## src/rtl/tcu_ctrl_reg_arbiter_pkg.sv

```systemverilog
// ============================================================================
// Module   : tcu_ctrl_reg_arbiter_pkg
// Brief    : Shared TCU register-file widths and arbiter state encoding.
// Revision : 1.0 - initial release
// ============================================================================
`default_nettype none

package tcu_ctrl_reg_arbiter_pkg;

  localparam int TCU_REG_ADDR_SIZE = 32;
  localparam int TCU_REG_DATA_SIZE = 64;

  typedef enum logic [0:0] {
    ARB_S_IDLE  = 1'b0,
    ARB_S_OWNED = 1'b1
  } arb_state_e;

endpackage

`default_nettype wire

```

## src/rtl/tcu_rr_pick.sv

```systemverilog
// ============================================================================
// Module   : tcu_rr_pick
// Brief    : Combinational round-robin picker: first set candidate after ptr_i.
// Revision : 1.0 - initial release
// ============================================================================
`default_nettype none

module tcu_rr_pick #(
  parameter int NUM_REQ = 4,
  parameter int IDX_W   = $clog2(NUM_REQ)
) (
  input  logic [NUM_REQ-1:0] cand_i,
  input  logic [IDX_W-1:0]   ptr_i,
  output logic [NUM_REQ-1:0] grant_o,
  output logic [IDX_W-1:0]   idx_o,
  output logic               valid_o
);

  logic w_found;
  int   w_j;

  always_comb begin
    grant_o = '0;
    idx_o   = '0;
    w_found = 1'b0;
    w_j     = 0;
    // k = NUM_REQ wraps back to ptr_i itself, so it is checked last
    for (int k = 1; k <= NUM_REQ; k++) begin
      w_j = (int'(ptr_i) + k) % NUM_REQ;
      if (!w_found && cand_i[IDX_W'(w_j)]) begin
        w_found                 = 1'b1;
        grant_o[IDX_W'(w_j)]    = 1'b1;
        idx_o                   = IDX_W'(w_j);
      end
    end
    valid_o = w_found;
  end

endmodule

`default_nettype wire

```

## src/rtl/tcu_ctrl_reg_arbiter.sv

```systemverilog
// ============================================================================
// Module   : tcu_ctrl_reg_arbiter
// Brief    : Sequence-holding round-robin arbiter for the TCU register port.
// Revision : 1.0 - initial release
// ============================================================================
`default_nettype none

module tcu_ctrl_reg_arbiter
  import tcu_ctrl_reg_arbiter_pkg::*;
#(
  parameter int                 NUM_REQ     = 4,
  parameter logic [NUM_REQ-1:0] HIPRIO_MASK = '0
) (
  input  logic                                   clk_i,
  input  logic                                   reset_i,
  input  logic [NUM_REQ-1:0]                     req_active_i,
  input  logic [NUM_REQ-1:0]                     req_en_i,
  input  logic [NUM_REQ-1:0]                     req_wr_i,
  input  logic [NUM_REQ*TCU_REG_ADDR_SIZE-1:0]   req_addr_i,
  input  logic [NUM_REQ*TCU_REG_DATA_SIZE-1:0]   req_wdata_i,
  output logic [NUM_REQ-1:0]                     req_stall_o,
  output logic [NUM_REQ-1:0]                     req_rvalid_o,
  output logic [TCU_REG_DATA_SIZE-1:0]           req_rdata_o,
  output logic                                   reg_en_o,
  output logic                                   reg_wr_o,
  output logic [TCU_REG_ADDR_SIZE-1:0]           reg_addr_o,
  output logic [TCU_REG_DATA_SIZE-1:0]           reg_wdata_o,
  input  logic [TCU_REG_DATA_SIZE-1:0]           reg_rdata_i,
  input  logic                                   reg_stall_i,
  output logic [NUM_REQ-1:0]                     arb_err_o
);

  localparam int c_idx_w = $clog2(NUM_REQ);
  localparam int c_aw    = TCU_REG_ADDR_SIZE;
  localparam int c_dw    = TCU_REG_DATA_SIZE;

  arb_state_e           r_state, w_state_nxt;
  logic [c_idx_w-1:0]   r_owner, w_owner_nxt;
  logic [c_idx_w-1:0]   r_last, w_last_nxt;
  logic [NUM_REQ-1:0]   r_owner_oh, w_owner_oh_nxt;
  logic [c_idx_w-1:0]   r_rv_owner;
  logic                 r_rv;
  logic [NUM_REQ-1:0]   r_err;

  logic [NUM_REQ-1:0]   w_hi_cand, w_hi_oh, w_all_oh, w_win_oh;
  logic [c_idx_w-1:0]   w_hi_idx, w_all_idx, w_win_idx;
  logic                 w_hi_vld, w_all_vld;
  logic                 w_owned;
  logic [NUM_REQ-1:0]   w_stall;

  logic [c_aw-1:0]      w_addr_arr  [NUM_REQ];
  logic [c_dw-1:0]      w_wdata_arr [NUM_REQ];

  genvar gi;
  generate
    for (gi = 0; gi < NUM_REQ; gi++) begin : g_unpack
      assign w_addr_arr[gi]  = req_addr_i[gi*c_aw +: c_aw];
      assign w_wdata_arr[gi] = req_wdata_i[gi*c_dw +: c_dw];
    end
  endgenerate

  // Two pickers share the pointer; the masked class wins whenever it has anyone active
  assign w_hi_cand = req_active_i & HIPRIO_MASK;

  tcu_rr_pick #(
    .NUM_REQ (NUM_REQ),
    .IDX_W   (c_idx_w)
  ) u_pick_hi (
    .cand_i  (w_hi_cand),
    .ptr_i   (r_last),
    .grant_o (w_hi_oh),
    .idx_o   (w_hi_idx),
    .valid_o (w_hi_vld)
  );

  tcu_rr_pick #(
    .NUM_REQ (NUM_REQ),
    .IDX_W   (c_idx_w)
  ) u_pick_all (
    .cand_i  (req_active_i),
    .ptr_i   (r_last),
    .grant_o (w_all_oh),
    .idx_o   (w_all_idx),
    .valid_o (w_all_vld)
  );

  assign w_win_oh  = w_hi_vld ? w_hi_oh  : w_all_oh;
  assign w_win_idx = w_hi_vld ? w_hi_idx : w_all_idx;

  always_comb begin
    w_state_nxt    = r_state;
    w_owner_nxt    = r_owner;
    w_owner_oh_nxt = r_owner_oh;
    w_last_nxt     = r_last;
    case (r_state)
      ARB_S_IDLE: begin
        if (w_all_vld) begin
          w_state_nxt    = ARB_S_OWNED;
          w_owner_nxt    = w_win_idx;
          w_owner_oh_nxt = w_win_oh;
          w_last_nxt     = w_win_idx;
        end
      end
      ARB_S_OWNED: begin
        // Owner's active bit is already low here, so the pickers see only the others
        if (!req_active_i[r_owner]) begin
          if (w_all_vld) begin
            w_owner_nxt    = w_win_idx;
            w_owner_oh_nxt = w_win_oh;
            w_last_nxt     = w_win_idx;
          end else begin
            w_state_nxt    = ARB_S_IDLE;
          end
        end
      end
      default: w_state_nxt = ARB_S_IDLE;
    endcase
  end

  assign w_owned     = (r_state == ARB_S_OWNED);
  assign w_stall     = {NUM_REQ{reg_stall_i | ~w_owned}} | ~r_owner_oh;
  assign req_stall_o = w_stall;

  assign reg_en_o    = w_owned & req_en_i[r_owner] & ~reg_stall_i;
  assign reg_wr_o    = w_owned & req_wr_i[r_owner];
  assign reg_addr_o  = w_owned ? w_addr_arr[r_owner]  : '0;
  assign reg_wdata_o = w_owned ? w_wdata_arr[r_owner] : '0;
  assign req_rdata_o = reg_rdata_i;
  assign arb_err_o   = r_err;

  generate
    for (gi = 0; gi < NUM_REQ; gi++) begin : g_rvalid
      assign req_rvalid_o[gi] = r_rv & (r_rv_owner == c_idx_w'(gi));
    end
  endgenerate

  always_ff @(posedge clk_i) begin
    if (reset_i) begin
      r_state    <= ARB_S_IDLE;
      r_owner    <= '0;
      r_owner_oh <= NUM_REQ'(1);
      r_last     <= c_idx_w'(NUM_REQ-1);
      r_rv       <= 1'b0;
      r_rv_owner <= '0;
      r_err      <= '0;
    end else begin
      r_state    <= w_state_nxt;
      r_owner    <= w_owner_nxt;
      r_owner_oh <= w_owner_oh_nxt;
      r_last     <= w_last_nxt;
      // Read tag is captured with the current owner so a release cannot misroute it
      r_rv       <= reg_en_o & ~reg_wr_o;
      r_rv_owner <= r_owner;
      r_err      <= r_err | (req_en_i & w_stall);
    end
  end

endmodule

`default_nettype wire

```

## config.mk

```make
export PLATFORM = sky130hd
export DESIGN_NAME = tcu_ctrl_reg_arbiter
export DESIGN_NICKNAME = d
export VERILOG_FILES = /design/src/rtl/tcu_ctrl_reg_arbiter_pkg.sv /design/src/rtl/tcu_rr_pick.sv /design/src/rtl/tcu_ctrl_reg_arbiter.sv
export SDC_FILE = /design/constraint.sdc
export NUM_CORES = 1
export LEC_CHECK = 0
export BUFFER_PORTS_ARGS = -buffer_cell sky130_fd_sc_hd__buf_2
export CAP_MARGIN = 20
export CELL_PAD_IN_SITES_DETAIL_PLACEMENT = 2
export CELL_PAD_IN_SITES_GLOBAL_PLACEMENT = 2
export CORE_AREA = 2 2 246 248
export CTS_CLUSTER_SIZE = 10
export DETAILED_ROUTE_END_ITERATION = 16
export DIE_AREA = 0 0 248 250
export PLACE_DENSITY = 0.57
export SLEW_MARGIN = 40
export SYNTH_ARGS = -nofsm -noshare
export SYNTH_HDL_FRONTEND = slang
export SYNTH_SLANG_ARGS = --single-unit
```

## constraint.sdc

```tcl
create_clock -name clk_i -period 3.8 [get_ports clk_i]
set_input_delay 0.19 -clock clk_i [delete_from_list [all_inputs] [get_ports clk_i]]
set_output_delay 0.19 -clock clk_i [all_outputs]
set_load 0.05 [all_outputs]
```

==> impl_metrics.py, run 1 <==
metrics = {
    "synthesis": {
        "synth_cells": 417,
        "async_reset_ff_frac": 0,
        "avgSynthCellArea_um2": 11.08,
        "synth.area.top_cells": "mux4_2, and2_1, buf_4",
        "yosys_warnings": 0,
        "syn-num-nets": 888,
        "yosysSeqAreaShare": 0.06934,
        "yosys-top-cells-count": "mux4_2, and2_1, buf_4",
        "synth.largest_area_cell": "mux4_2",
        "synth_edf_count": 0,
        "synthFlopType": "dfxtp_1",
        "synth-seq-cells": 16,
        "ys_types": 48,
        "synth_top_area_share": 0.5022,
        "synthesis.area_um2": 4619,
        "synthMostInstantiatedCell": "mux4_2",
    },
    "global_route": {
        "antenna_found_initial": 31,
        "globalRouteMet3Util": 0.04732,
        "grt_pass1_wl_mm": 45.97,
        "grt_start_max_net_pins": 68,
        "grtUsageMet2": 0.1959,
        "met1_usage": 0.1070,
        "grt_pass1_vias": 6237,
        "grt_busiest_layer": "met2",
        "grt-ovfl-total": 0,
        "grt_util_all_layers": 0.1052,
    },
    "power": {
        "p_clk_frac": 0.053,
        "leakage_nw": 3.475,
        "intPower_mw": 1.999,
        "power.switching_mw": 2.622,
        "switching_share": 0.5674,
        "p_seq_frac": 0.075,
        "combinationalPowerShare": 0.872,
        "peakVddDrop_mv": 0.1884,
        "p_per_area_nw_per_um2": 596.2,
    },
    "clocking": {
        "post_cts_buffers": 0,
        "clkTransAtPathRegs_ns": 0.06,
        "cts_tree": "done",
        "numCtsBuffers": 3,
        "root_buffer": "clkbuf_16",
        "clockBufferDepth": 2,
        "cts.sink_count": 16,
        "clk_latency_ns": 0.26,
        "cts_max_level": 1,
        "cts_resized": 0,
        "hold_buffers": 0,
    },
    "drt": {
        "drt-pass1-iter-count": 6,
        "antenna_left": 0,
        "finalWirelength_mm": 34.82,
        "detail_route.wl_per_cell_um": 21.35,
        "vias": 5589,
        "drt_iter0_markers": 285,
        "via_per_inst": 3.427,
        "drcViolationCount": 0,
    },
    "final_layout": {
        "drive_gt1_frac": 0.7658,
        "layout.nets": 1313,
        "final_cells": 1631,
        "area_growth_syn_to_layout_pct": 67.80,
        "design_area_um2": 7751,
        "fillers": 7063,
    },
    "setup_path": {
        "worstPathArrival_ns": 2.97,
        "crit_fanout": 11,
        "cp-end-kind": "register",
        "critPathKind": "register to register",
        "cp-start-kind": "register",
        "cp.required_ns": 3.96,
        "r2r_setup_slack_ns": 0.98,
        "reg2reg_depth": 7,
    },
    "die": {
        "rows": 90,
        "num_io_pins": 637,
        "die_h_um": 250,
        "dieArea_um2": 62000,
        "initial_core_util": 0.07755,
        "core_um2": 59570,
        "fp.dieW_um": 248,
    },
    "sta": {
        "finClkSkew_ns": 0.001485,
        "rsz0062_at_grt": "false",
        "fin_crit_sh": 0.7412,
        "maxSlewViolCount": 0,
        "layout_setup_ws_ns": 0.9836,
        "worst_pin_slew_ns": 0.7727,
        "fmax_mhz": 355.1,
        "holdWs_ns": 0.2063,
        "slew-limit-headroom": 0.4849,
        "hold_viol_final": 0,
        "finalSetupViolCount": 0,
        "tns_ns": 0,
        "period_needed_ns": 2.816,
    },
    "place": {
        "gp_congestion": 0.8348,
        "dp_slack_ns": 1.041,
        "dpl_cell_area_um2": 7642,
        "dp.cells": 1619,
        "io_buffers": 508,
        "hpwl_mm": 31.15,
    },
    "outcome": {
        "outcome": "complete, no violations",
    },
    "flow_run": {
        "maxCapViolCount": 0,
    },
    "hold_path": {
        "whs_path_depth": 3,
        "min_path_type": "primary input to register",
    },
}
[power by group through the flow]
stage / combinational [mW] / sequential [mW] / clock, mW
after floorplan: 3.21 / 0.271 / 0
final: 4.03 / 0.345 / 0.245
after global routing: 4.31 / 0.368 / 0.265
after detailed placement: 4.10 / 0.365 / 0
after CTS: 4.10 / 0.362 / 0.257
after global placement: 3.97 / 0.427 / 0
[layout by cell type, fill, tap and decap left out, types with 2 or more instances in the layout]
master and instances:
nor2_1 11, nand3_1 2, nor3b_1 2, a211oi_1 2
nand2_1 9, clkbuf_16 3, a311oi_1 2, inv_1 4
diode_2 8, nand3b_1 2, o21ai_0 2, mux4_2 103
buf_2 508, a311o_1 2, buf_4 12, a21oi_2 2
mux2_2 2, a41oi_1 2, dfxtp_1 13, nor2b_1 4
buf_12 4, dfxtp_4 3, and2_1 99, a21oi_1 11
mux2i_1 6, ha_1 8
[path summary, 6_finish.rpt]
check | end | start
setup / recovery | r_owner_oh[3] | r_last[1]
hold / removal | arb_err_o[2] | req_en_i[2]
setup reg to reg | r_owner_oh[3] | r_last[1]
hold reg to reg | arb_err_o[0] | arb_err_o[0]
[critical path, cell delays in order (launching register included)]
cell      delay [ns]
dfxtp_1         0.56
inv_1           0.22
ha_1            0.62
mux4_2          0.51
nor2_4          0.23
a21o_4          0.18
a41oi_1         0.05
a311oi_1        0.33
[through the flow]
step / total power [mW] / utilization
final: 4.621 / 0.1301
after global routing: 4.943 / 0.1298
after CTS: 4.720 / 0.1298
after detailed placement: 4.462 / 0.1283
after global placement: 4.395 / 0.1280
after floorplan: 3.478 / -
[routing by layer]
layer	routed length (um)	share of wire	up-vias
li1	-	-	2406
met2	17930	0.52	361
met4	863	0.025	22
met3	4399	0.13	84
met5	167	0.0048	-
met1	11450	0.33	2716
[kinds of logic (layout without fill, tap and decap cells)]
family          Yosys count  after routing  share of synthesized area
buf+inv                 109            533                     0.1511
mux                     111            111                     0.5200
other cells               0              8                          0
compound gates           35             35                    0.05553
simple gates            138            138                     0.1823
flops                    16             16                    0.06934
fa+ha+maj                 8              8                    0.02167
[state kept, by name, summed over array words and instances (netlist names)]
register and flops:
r_rv 1, arb_err_o 4, r_rv_owner 2, r_owner_oh 4, r_last 2, r_owner 2, r_state 1
[area by class of cell]
class	instances	area, um^2	share of cell area
inverters	5	18.77	0.002421
repair buffers	524	2713	0.3500
flip-flops and latches	16	331.6	0.04278
clock buffers	4	88.84	0.01146
well taps	782	978.4	0.1262
diodes	8	20.02	0.002583
multi-input cells	292	3601	0.4646
(Power assumes the default switching activity.)
==> run 2, diff against run 1 <==
Clock period 3.8 ns to 2.6 ns, I/O delays scaled along.
==> run 2 against run 1 <==
  * Clock skew about the same
  * Sequential power increased by 26%
  * Critical path depth decreased by 2
  * Sequential share of layout area about the same
==> impl_metrics.py, run 2 (same netlist as run 1, synthesis figures left out) <==
metrics = {
    "outcome": {
        "outcome": "complete, no violations",
    },
    "power": {
        "combinationalPowerShare": 0.888,
        "p_seq_frac": 0.065,
        "switching_share": 0.5676,
        "power_mw": 6.675,
        "p_per_area_nw_per_um2": 862.6,
        "power.switching_mw": 3.789,
        "p_clk_frac": 0.047,
        "leakage_nw": 3.461,
        "peakVddDrop_mv": 0.3224,
        "intPower_mw": 2.886,
    },
    "place": {
        "dp.cells": 1617,
        "gp_congestion": 0.8017,
        "dpl_cell_area_um2": 7640,
        "dp_slack_ns": 0.4190,
        "io_buffers": 508,
        "hpwl_mm": 30.88,
    },
    "final_layout": {
        "layout.nets": 1311,
        "final_cells": 1629,
        "mostFrequentLayoutCells": "buf_2, mux4_2, and2_1",
        "final_common_cell": "buf_2",
        "drive_gt1_frac": 0.7640,
        "area_growth_syn_to_layout_pct": 67.52,
        "fillers": 7031,
        "design_area_um2": 7739,
    },
    "clocking": {
        "root_buffer": "clkbuf_16",
        "cts_max_level": 1,
        "cts.sink_count": 16,
        "cts_resized": 0,
        "clkTransAtPathRegs_ns": 0.05,
        "post_cts_buffers": 0,
        "numCtsBuffers": 3,
        "clockBufferDepth": 2,
        "hold_buffers": 0,
        "clk_latency_ns": 0.25,
        "cts_tree": "done",
    },
    "drt": {
        "drcViolationCount": 0,
        "antenna_left": 0,
        "via_per_inst": 3.405,
        "finalWirelength_mm": 34.44,
        "vias": 5547,
        "drt-pass1-iter-count": 4,
        "drt_iter0_markers": 207,
        "detail_route.wl_per_cell_um": 21.14,
    },
    "sta": {
        "fmax_mhz": 448.9,
        "slew-limit-headroom": 0.5885,
        "period_needed_ns": 2.228,
        "tns_ns": 0,
        "hold_viol_final": 0,
        "maxSlewViolCount": 0,
        "finClkSkew_ns": 0.001505,
        "worst_pin_slew_ns": 0.6173,
        "rsz0062_at_grt": "false",
        "layout_setup_ws_ns": 0.3721,
        "finalSetupViolCount": 0,
        "fin_crit_sh": 0.8569,
    },
    "die": {
        "dieArea_um2": 62000,
        "initial_core_util": 0.07755,
        "num_io_pins": 637,
        "die_h_um": 250,
        "core_um2": 59570,
        "rows": 90,
        "fp.dieW_um": 248,
    },
    "global_route": {
        "grt_pass1_wl_mm": 45.21,
        "antenna_found_initial": 34,
        "grt_util_all_layers": 0.1031,
        "grt_pass1_vias": 6279,
        "grt-ovfl-total": 0,
        "grt_start_max_net_pins": 74,
    },
    "flow_run": {
        "maxCapViolCount": 0,
    },
    "setup_path": {
        "cp-start-kind": "register",
        "reg2reg_depth": 8,
        "worstPathArrival_ns": 2.10,
        "worstReg2RegStart": "r_last[1]",
        "critPathKind": "register to primary output",
        "r2r_setup_slack_ns": 0.41,
        "cp-end-kind": "primary output",
        "r2r-end": "r_owner[1]",
        "cp.required_ns": 2.47,
        "crit_fanout": 15,
    },
    "hold_path": {
        "min_to": "arb_err_o[0]",
        "min_path_type": "primary input to register",
        "whs_path_depth": 3,
        "hp-start": "req_en_i[0]",
    },
}
## run 2: power by group through the flow
| stage | Clock, mW | Sequential [mW] | Combinational (mW) |
|---|---|---|---|
| detailed placement | 0 | 0.453 | 6.03 |
| global placement | 0 | 0.455 | 5.97 |
| CTS | 0.339 | 0.449 | 6.03 |
| finish | 0.314 | 0.436 | 5.93 |
| global route | 0.352 | 0.462 | 6.32 |
| floorplan | 0 | 0.395 | 4.69 |
## run 2: area by class of cell
cell class                      count  area, um^2  share of cell area
Tap cell                          782       978.4              0.1264
Antenna cell                        8       20.02            0.002587
Sequential cell                    16       331.6             0.04285
Clock inverter                      1       3.754           0.0004850
Clock buffer                        3       75.07            0.009701
Timing Repair Buffer              522        2710              0.3502
Inverter                            5       18.77            0.002425
Multi-Input combinational cell    292        3601              0.4653
## run 2: metrics by stage
step	utilization	hold WS, ns
floorplan	-	0.2016
CTS	0.1296	0.1438
global placement	0.1283	0.2603
finish	0.1299	0.1558
global route	0.1297	0.1605
detailed placement	0.1283	0.2603
## run 2: critical path, cell delays in order (launching register included)
cell     delay [ns]
dfxtp_4        0.45
buf_12         0.22
buf_12         0.20
mux4_2         0.56
and2_1         0.18
buf_2          0.20
## run 2: metal layers
layer	up-vias	global-route usage	part of all wire
met2	365	0.1881	0.50
li1	2394	-	-
met4	24	0.02601	0.030
met5	-	0	0.0046
met3	96	0.04732	0.12
met1	2668	0.1052	0.35
## run 2: how the worst max path moves through the flow
stage	startpoint	endpoint	slack [ns]
after floorplan	r_last[0]	r_last[1]	0.20
after global placement	r_last[1]	r_owner[1]	0.48
after detailed placement	r_last[1]	r_owner[1]	0.42
after CTS	r_owner[0]	reg_wdata_o[57]	0.32
after global routing	r_owner[0]	reg_wdata_o[33]	0.25
final	r_owner[0]	reg_wdata_o[33]	0.37
